[src/rtl/uart_rx_if.sv]
// rtl/uart_rx_if.sv - Received-byte interface between uart_rx and its consumer (UART_RX_PARITY_EN adds o_parity_err)
interface uart_rx_if #(
  parameter int NB_DATA = 8
);

  logic [NB_DATA-1:0] o_data;
  logic               o_rx_done;
  logic               o_frame_err;
`ifdef UART_RX_PARITY_EN
  logic               o_parity_err;
`endif

  // The receiver drives the byte and its status flags.
  modport master (
    output o_data,
    output o_rx_done,
    output o_frame_err
`ifdef UART_RX_PARITY_EN
    ,
    output o_parity_err
`endif
  );

  // The downstream FIFO / command interface only observes.
  modport slave (
    input o_data,
    input o_rx_done,
    input o_frame_err
`ifdef UART_RX_PARITY_EN
    ,
    input o_parity_err
`endif
  );

endinterface

[src/rtl/uart_rx.sv]
// rtl/uart_rx.sv - Oversampled UART receiver, mid-bit sampling; optional parity via UART_RX_PARITY_EN
module uart_rx #(
  parameter int NB_DATA      = 8,
  parameter int OVERSAMPLING = 16,
  parameter int SB_TICK      = 16,
  parameter int PARITY_ODD   = 0
) (
  input  logic      clk,
  input  logic      i_reset,
  input  logic      i_tick,
  input  logic      i_rx,
  uart_rx_if.master rx_if
);

  // The tick counter serves both the bit period and the stop-bit wait.
  localparam int S_MAX = (OVERSAMPLING > SB_TICK) ? OVERSAMPLING : SB_TICK;
  localparam int SW    = (S_MAX > 1) ? $clog2(S_MAX) : 1;
  localparam int NW    = (NB_DATA > 1) ? $clog2(NB_DATA) : 1;

  localparam logic [SW-1:0] S_HALF = SW'(OVERSAMPLING / 2 - 1);
  localparam logic [SW-1:0] S_BIT  = SW'(OVERSAMPLING - 1);
  localparam logic [SW-1:0] S_STOP = SW'(SB_TICK - 1);
  localparam logic [SW-1:0] S_ONE  = SW'(1);
  localparam logic [NW-1:0] N_LAST = NW'(NB_DATA - 1);
  localparam logic [NW-1:0] N_ONE  = NW'(1);

  localparam logic [2:0] ST_IDLE   = 3'd0;
  localparam logic [2:0] ST_START  = 3'd1;
  localparam logic [2:0] ST_DATA   = 3'd2;
  localparam logic [2:0] ST_STOP   = 3'd3;
`ifdef UART_RX_PARITY_EN
  localparam logic [2:0] ST_PARITY = 3'd4;
  localparam logic       PAR_ODD   = (PARITY_ODD != 0);
`endif

  // Synchroniser and edge-detect history; all idle high.
  logic sync1_q;
  logic rx_s_q;
  logic rx_prev_q;

  logic [2:0]         state_q, state_d;
  logic [SW-1:0]      s_q, s_d;
  logic [NW-1:0]      n_q, n_d;
  logic [NB_DATA-1:0] shift_q, shift_d;
  logic [NB_DATA-1:0] data_q, data_d;
  logic               done_q, done_d;
  logic               frame_err_q, frame_err_d;
`ifdef UART_RX_PARITY_EN
  logic               parity_bad_q, parity_bad_d;
  logic               parity_err_q, parity_err_d;
`else
  logic               unused_parity_cfg;
  assign unused_parity_cfg = (PARITY_ODD != 0);
`endif

  // Only a high-to-low transition starts a frame, so a held-low break
  // line cannot retrigger until it has gone high again.
  logic start_edge;
  assign start_edge = rx_prev_q & ~rx_s_q;

  // Bring the asynchronous line into the clk domain and keep one clk of history.
  always_ff @(posedge clk or negedge i_reset) begin
    if (!i_reset) begin
      sync1_q   <= 1'b1;
      rx_s_q    <= 1'b1;
      rx_prev_q <= 1'b1;
    end else begin
      sync1_q   <= i_rx;
      rx_s_q    <= sync1_q;
      rx_prev_q <= rx_s_q;
    end
  end

  // Frame FSM: counts ticks to the middle of each bit and samples there.
  always_comb begin
    state_d     = state_q;
    s_d         = s_q;
    n_d         = n_q;
    shift_d     = shift_q;
    data_d      = data_q;
    done_d      = 1'b0;
    frame_err_d = frame_err_q;
`ifdef UART_RX_PARITY_EN
    parity_bad_d = parity_bad_q;
    parity_err_d = parity_err_q;
`endif
    case (state_q)
      ST_IDLE: begin
        if (start_edge) begin
          state_d = ST_START;
          s_d     = '0;
        end
      end
      ST_START: begin
        if (i_tick) begin
          if (s_q == S_HALF) begin
            s_d = '0;
            if (!rx_s_q) begin
              state_d = ST_DATA;
              n_d     = '0;
            end else begin
              // Line was high again at mid-start: a glitch, drop it silently.
              state_d = ST_IDLE;
            end
          end else begin
            s_d = s_q + S_ONE;
          end
        end
      end
      ST_DATA: begin
        if (i_tick) begin
          if (s_q == S_BIT) begin
            s_d     = '0;
            shift_d = {rx_s_q, shift_q[NB_DATA-1:1]};
            if (n_q == N_LAST) begin
`ifdef UART_RX_PARITY_EN
              state_d = ST_PARITY;
`else
              state_d = ST_STOP;
`endif
            end else begin
              n_d = n_q + N_ONE;
            end
          end else begin
            s_d = s_q + S_ONE;
          end
        end
      end
`ifdef UART_RX_PARITY_EN
      ST_PARITY: begin
        if (i_tick) begin
          if (s_q == S_BIT) begin
            s_d          = '0;
            parity_bad_d = rx_s_q ^ (^shift_q) ^ PAR_ODD;
            state_d      = ST_STOP;
          end else begin
            s_d = s_q + S_ONE;
          end
        end
      end
`endif
      ST_STOP: begin
        if (i_tick) begin
          if (s_q == S_STOP) begin
            // Leave at mid-stop so a start edge right after the stop bit is seen.
            s_d         = '0;
            state_d     = ST_IDLE;
            data_d      = shift_q;
            frame_err_d = ~rx_s_q;
            done_d      = 1'b1;
`ifdef UART_RX_PARITY_EN
            parity_err_d = parity_bad_q;
`endif
          end else begin
            s_d = s_q + S_ONE;
          end
        end
      end
      default: begin
        state_d = ST_IDLE;
        s_d     = '0;
      end
    endcase
  end

  // Frame state, counters, shift register and the presented result.
  always_ff @(posedge clk or negedge i_reset) begin
    if (!i_reset) begin
      state_q     <= ST_IDLE;
      s_q         <= '0;
      n_q         <= '0;
      shift_q     <= '0;
      data_q      <= '0;
      done_q      <= 1'b0;
      frame_err_q <= 1'b0;
`ifdef UART_RX_PARITY_EN
      parity_bad_q <= 1'b0;
      parity_err_q <= 1'b0;
`endif
    end else begin
      state_q     <= state_d;
      s_q         <= s_d;
      n_q         <= n_d;
      shift_q     <= shift_d;
      data_q      <= data_d;
      done_q      <= done_d;
      frame_err_q <= frame_err_d;
`ifdef UART_RX_PARITY_EN
      parity_bad_q <= parity_bad_d;
      parity_err_q <= parity_err_d;
`endif
    end
  end

  assign rx_if.o_data      = data_q;
  assign rx_if.o_rx_done   = done_q;
  assign rx_if.o_frame_err = frame_err_q;
`ifdef UART_RX_PARITY_EN
  assign rx_if.o_parity_err = parity_err_q;
`endif

endmodule

[src/flat_wrapper.sv]
// flat-port wrapper written by rule: the top's interface ports become plain ports
module uart_rx_flat 
#(
  parameter int NB_DATA      = 8,
  parameter int OVERSAMPLING = 16,
  parameter int SB_TICK      = 16,
  parameter int PARITY_ODD   = 0
)
  (clk, i_reset, i_tick, i_rx, rx_if_o_data, rx_if_o_rx_done, rx_if_o_frame_err);
  uart_rx_if #(.NB_DATA(NB_DATA)) rx_if_i ();
  input  logic clk;
  input  logic i_reset;
  input  logic i_tick;
  input  logic i_rx;
  output wire logic [$bits(rx_if_i.o_data)-1:0] rx_if_o_data;
  output wire logic [$bits(rx_if_i.o_rx_done)-1:0] rx_if_o_rx_done;
  output wire logic [$bits(rx_if_i.o_frame_err)-1:0] rx_if_o_frame_err;
  assign rx_if_o_data = rx_if_i.o_data;
  assign rx_if_o_rx_done = rx_if_i.o_rx_done;
  assign rx_if_o_frame_err = rx_if_i.o_frame_err;
  uart_rx #(.NB_DATA(NB_DATA), .OVERSAMPLING(OVERSAMPLING), .SB_TICK(SB_TICK), .PARITY_ODD(PARITY_ODD)) u_core (.clk(clk), .i_reset(i_reset), .i_tick(i_tick), .i_rx(i_rx), .rx_if(rx_if_i));
endmodule
[config.mk]
export PLATFORM = sky130hd
export DESIGN_NAME = uart_rx_flat
export DESIGN_NICKNAME = d
export VERILOG_FILES = /design/src/rtl/uart_rx_if.sv /design/src/rtl/uart_rx.sv /design/src/flat_wrapper.sv
export SDC_FILE = /design/constraint.sdc
export NUM_CORES = 1
export LEC_CHECK = 0
export CORE_UTILIZATION = 40
export CTS_BUF_LIST = sky130_fd_sc_hd__clkbuf_4 sky130_fd_sc_hd__clkbuf_8 sky130_fd_sc_hd__clkbuf_16
export DETAILED_ROUTE_END_ITERATION = 8
export PLACE_DENSITY = 0.67
export SYNTH_ARGS = -nofsm -noshare
export SYNTH_HDL_FRONTEND = slang
export SYNTH_SLANG_ARGS = --single-unit
[constraint.sdc]
create_clock -name clk -period 2 [get_ports clk]
set_input_delay 0.4 -clock clk [delete_from_list [all_inputs] [get_ports clk]]
set_output_delay 0.4 -clock clk [all_outputs]
set_load 0.01 [all_outputs]
Yosys cells after proc, flatten, opt, wreduce, memory -nomap -nowiden. Index checks and enable logic that the tools add are counted.

$add $sub $neg: 2. Multiply operators: 0. Divide/modulo/power cells: 0. Magnitude comparators: 0. Eq/ne operators: 17. Shift operators: 0. Mux-type cells: 26. Bitwise logic cells: 2. Reductions and logical operators: 8.

Operator list (count): $mux 3 (14); $mux 4 (5); $ne 2x1->1 const B (6); $pmux 3 s4 (1); $pmux 4 s3 (1); $ne 2x2->1 const B (5); $reduce_and 3->1 (3); $reduce_and 8->1 (1); $reduce_and 7->1 (1); $eq 3x2->1 const B (2); $pmux 3 s2 (1); $add 4x1->4 const B (1); $eq 4x3->1 const B (1); $eq 4x4->1 const B (1); $add 3x1->3 const B (1); $eq 3x1->1 const B (1); $eq 3x3->1 const B (1); $logic_not 3->1 (1); $mux 1 (3); $mux 2 (1); $reduce_bool 2->1 (1); $reduce_or 2->1 (1); $and 1x1->1 (1); $not 1->1 (1).

Register bits: 31. Bits in latches: 0. Memory bits (writable): 0. Memory bits (read-only): 0. Input bits: 4. Output and inout bits: 10. Word-level logic and storage cells: 65. Memories: 0.

Logic depth before layout (Yosys ltp).
Word-level depth: 5. Depth in mapped cells: 5. Gate-level depth less buffers: 5.

Least setup slack after synthesis. No wires, ideal clock.

Kind: reg2reg. Start point: register u_core.s_q[0]. End point: register u_core.n_q[0]. Arrival: 1479 ps. Required time: 1873 ps. Slack: 394 ps. Stages on the path, launching flop included: 6. Buffers on the path: 0. Path through: dfrtp_1 -> ha_1 -> nand2_1 -> o41ai_2 -> and4_4 -> mux2_1.

Longest elaborated chain between the ends: 3. Elaborated cells between the ends (all ways): 5. Classes of those cells: eq/ne (4); reduce/logical (1).

RTL lines: start, declared (RTL line uart_rx.sv:42) `logic [SW-1:0] s_q, s_d;`; start signal, assigned (RTL line uart_rx.sv:170) `s_q <= '0;`; start signal, assigned (RTL line uart_rx.sv:182) `s_q <= s_d;`; $eq 4x4->1 / $eq 4x3->1 (equally long branches) (RTL line uart_rx.sv:112, uart_rx.sv:96); $ne 2x1->1 (no line); $reduce_and 7->1 (no line) *; end signal, assigned (RTL line uart_rx.sv:183) `n_q <= n_d;`; end, declared (RTL line uart_rx.sv:43) `logic [NW-1:0] n_q, n_d;`.

Mark *: on every way between the ends. The rest lies on a longest branch, timed or not. A chain may end at the register's enable or synchronous reset.

Worst setup path after layout. Same ends and word-level chain as after synthesis.

==> results_dict.tcl <==
set metrics [dict create \
    grt_pass1_vias 817 \
    r2r_end "u_core.n_q[0]$_DFFE_PN0P_" \
    finalSetupTns_ns 0 \
    max_freq_mhz 558 \
    num-fill-cells 278 \
    hold_end "u_core.rx_s_q$_DFF_PN1_" \
    worstSetupEndpointType "flip-flop" \
    ctsResizeCount 0 \
    portBuffers 13 \
    cts_buffers 5 \
    period_needed_ns 1.79 \
    post-dp-hpwl_mm 1.47 \
    wl_per_cell_um 12.7 \
    finalNonFillerCells 164 \
    setup_viol 0 \
    critPathLaunchType "flip-flop" \
    tightest_slew_ns 0.393 \
    r2r_slack_ns 0.21 \
    nNetsFinal 126 \
    synth_cell_types 32 \
    hold_class "reg2reg" \
    ys_seq_area_share_pct 56.1 \
    start_util_pct 43.0 \
    synth.avg_cell_area_um2 13.6 \
    syn_to_final_growth_pct 18.6 \
    whs_path_depth 0 \
    period_share_pct 89.5 \
    ys_async_sr_fraction_pct 100 \
    rr_worst_depth 5 \
    htree_levels 2 \
    hold_viol_final 0 \
    drive_gt1_share_pct 27.5 \
    drt_iter0_drc 16 \
    die_width_um 60.0 \
    rsz0062_at_grt "false" \
    cts_setup_buffers 0 \
    core_um2 3130 \
    cellLeakagePower_nw 0.741 \
    path_clk_slew_ns 0.08 \
    firstDrtPassIters 4 \
    worstPathRequired_ns 2.21 \
    drv_cap 0 \
    postPlaceCellArea_um2 1530 \
    outcome "complete, no violations" \
    design_area_um2 1590 \
    synthCells 99 \
    num_vias 820 \
    worst-setup-path-type "reg2reg" \
    route.detailed.drc 0 \
    register_area_um2 754 \
    cts_buffer_depth 2 \
    pwr_density_cell_nw_per_um2 1020 \
    cts_tree "done" \
    multi_input_area_um2 554 \
    grt_pass1_wl_mm 3.66 \
    synth_area_um2 1340 \
    io_pins 14 \
    fp-row-count 20 \
    crit_fanout 6 \
    worstReg2RegStart "u_core.s_q[0]$_DFFE_PN0P_" \
    ctsRootBufferMaster "clkbuf_4" \
    wl_mm 2.08 \
    cts.sinks 30 \
    synth_flop_cell "dfrtp_1" \
    use_met2_pct 22.5 \
    synthesis.nets 106 \
    grt_max_degree 31 \
    synth-edff-count 0 \
    pre_cts_ws_ns 0.0715 \
    hold_ws_ns 0.359 \
    finalWorstSetupSlack_ns 0.209 \
    clkLatencyLatePin_ns 0.33 \
    die_area_um2 3600 \
    gr-usage-all-layers_pct 14.4 \
    grt_use_met3_pct 6.49 \
    via_per_inst 5.00 \
    clock_skew_ns 0.00836 \
    ir_worst_vdd_mv 0.529 \
    ys_warn_count 0 \
    slew_headroom_pct 73.8 \
    dp.cells 156 \
    arrival_ns 2.00 \
    antenna_found_initial 0 \
    drv_slew 0 \
    synth_seq_cells 30 \
    gp_congestion 0.832 \
    top_usage_layer "met2" \
    antenna_left 0 \
    die_h_um 60.0 \
    fin_total_pwr_mw 1.62 \
    antenna_cells 0 \
    cts_hold_buf 0 \
    hold_start "u_core.sync1_q$_DFF_PN1_" \
    finalCoreUtilization_pct 51.0 \
    grt_overflow 0 \
    met1_usage_pct 17.3 \
]
[worst max path at each step]
stage                              startpoint                            endpoint  slack, ns
floorplan           u_core.s_q[0]$_DFFE_PN0P_           u_core.n_q[0]$_DFFE_PN0P_       0.39
global placement                       i_tick  u_core.rx_if.o_data[2]$_DFFE_PN0P_       0.09
detailed placement                     i_tick  u_core.rx_if.o_data[7]$_DFFE_PN0P_       0.07
CTS                 u_core.s_q[0]$_DFFE_PN0P_           u_core.n_q[0]$_DFFE_PN0P_       0.20
global route        u_core.s_q[0]$_DFFE_PN0P_           u_core.n_q[0]$_DFFE_PN0P_       0.11
finish              u_core.s_q[0]$_DFFE_PN0P_           u_core.n_q[0]$_DFFE_PN0P_       0.21
[report_power, final]
part | internal, mW | leakage (nW) | switching (mW)
logic | 0.198 | 0.311 | 0.202
clock network | 0.200 | 0.0394 | 0.193
registers | 0.698 | 0.390 | 0.127
[state kept, by name, indices dropped and copies added (netlist names), 2 cells and up]
register             cells
u_core.n_q               3
u_core.rx_if.o_data      8
u_core.s_q               4
u_core.shift_q           8
u_core.state_q           2
[cell type report]
class | count | area share, %
inverter | 3 | 0.706
timing repair buffer | 16 | 9.58
clock buffer | 8 | 4.16
multi-input combinational | 63 | 34.8
tap | 44 | 3.45
sequential | 30 | 47.3
[placed cells by master (no fill, tap or decap), drive strengths merged, types with 2 or more instances in the layout]
cell type	instances
nand2b	2
inv	3
clkbuf	8
ha	3
o21ai	3
o21a	2
dfrtp	27
dfstp	3
mux2i	2
buf	3
o31ai	2
clkdlybuf4s50	13
a21oi	2
nand2	6
mux2	19
nor2	7
nand4	2
nand3	3
[synthesized netlist by cell type (2+ instances only)]
master | instances | area share, %
o21ai_0 | 3 | 1.1
mux2_2 | 12 | 10
o31ai_1 | 2 | 1.1
dfrtp_1 | 27 | 50
inv_1 | 3 | 0.84
nand2_1 | 6 | 1.7
nor2_4 | 2 | 1.7
nand3_1 | 3 | 1.1
ha_1 | 3 | 2.8
nor2_1 | 5 | 1.4
o21a_1 | 2 | 1.1
a21oi_1 | 2 | 0.74
dfstp_2 | 3 | 5.9
mux2i_1 | 2 | 1.5
mux2_1 | 7 | 5.9
[logic make-up (layout without fill, tap and decap cells)]
logic type	count (synthesis)	count (layout)	synth area share [%]
flip-flops	30	30	56.1
AND/OR/NAND/NOR	23	23	11.8
multiplexers	21	21	17.4
AO/OA/AOI/OAI	15	15	8.57
buffers and inverters	6	27	2.61
adder cells (fa/ha/maj)	3	3	2.79
XOR/XNOR	1	1	0.652
[layer usage]
| metal | share of wire [%] | up-vias |
|---|---|---|
| met1 | 46 | 406 |
| met5 | 0 | - |
| met4 | 0.38 | 0 |
| li1 | - | 400 |
| met2 | 49 | 12 |
| met3 | 4.3 | 2 |
[critical path: stages, from the launching register on]
cell and delay [ns]:
dfrtp_1 0.38, ha_1 0.29, nand2_1 0.14, o41ai_2 0.26, and4_4 0.30, mux2_1 0.32
Note: power is estimated with default switching activity, not from simulation.
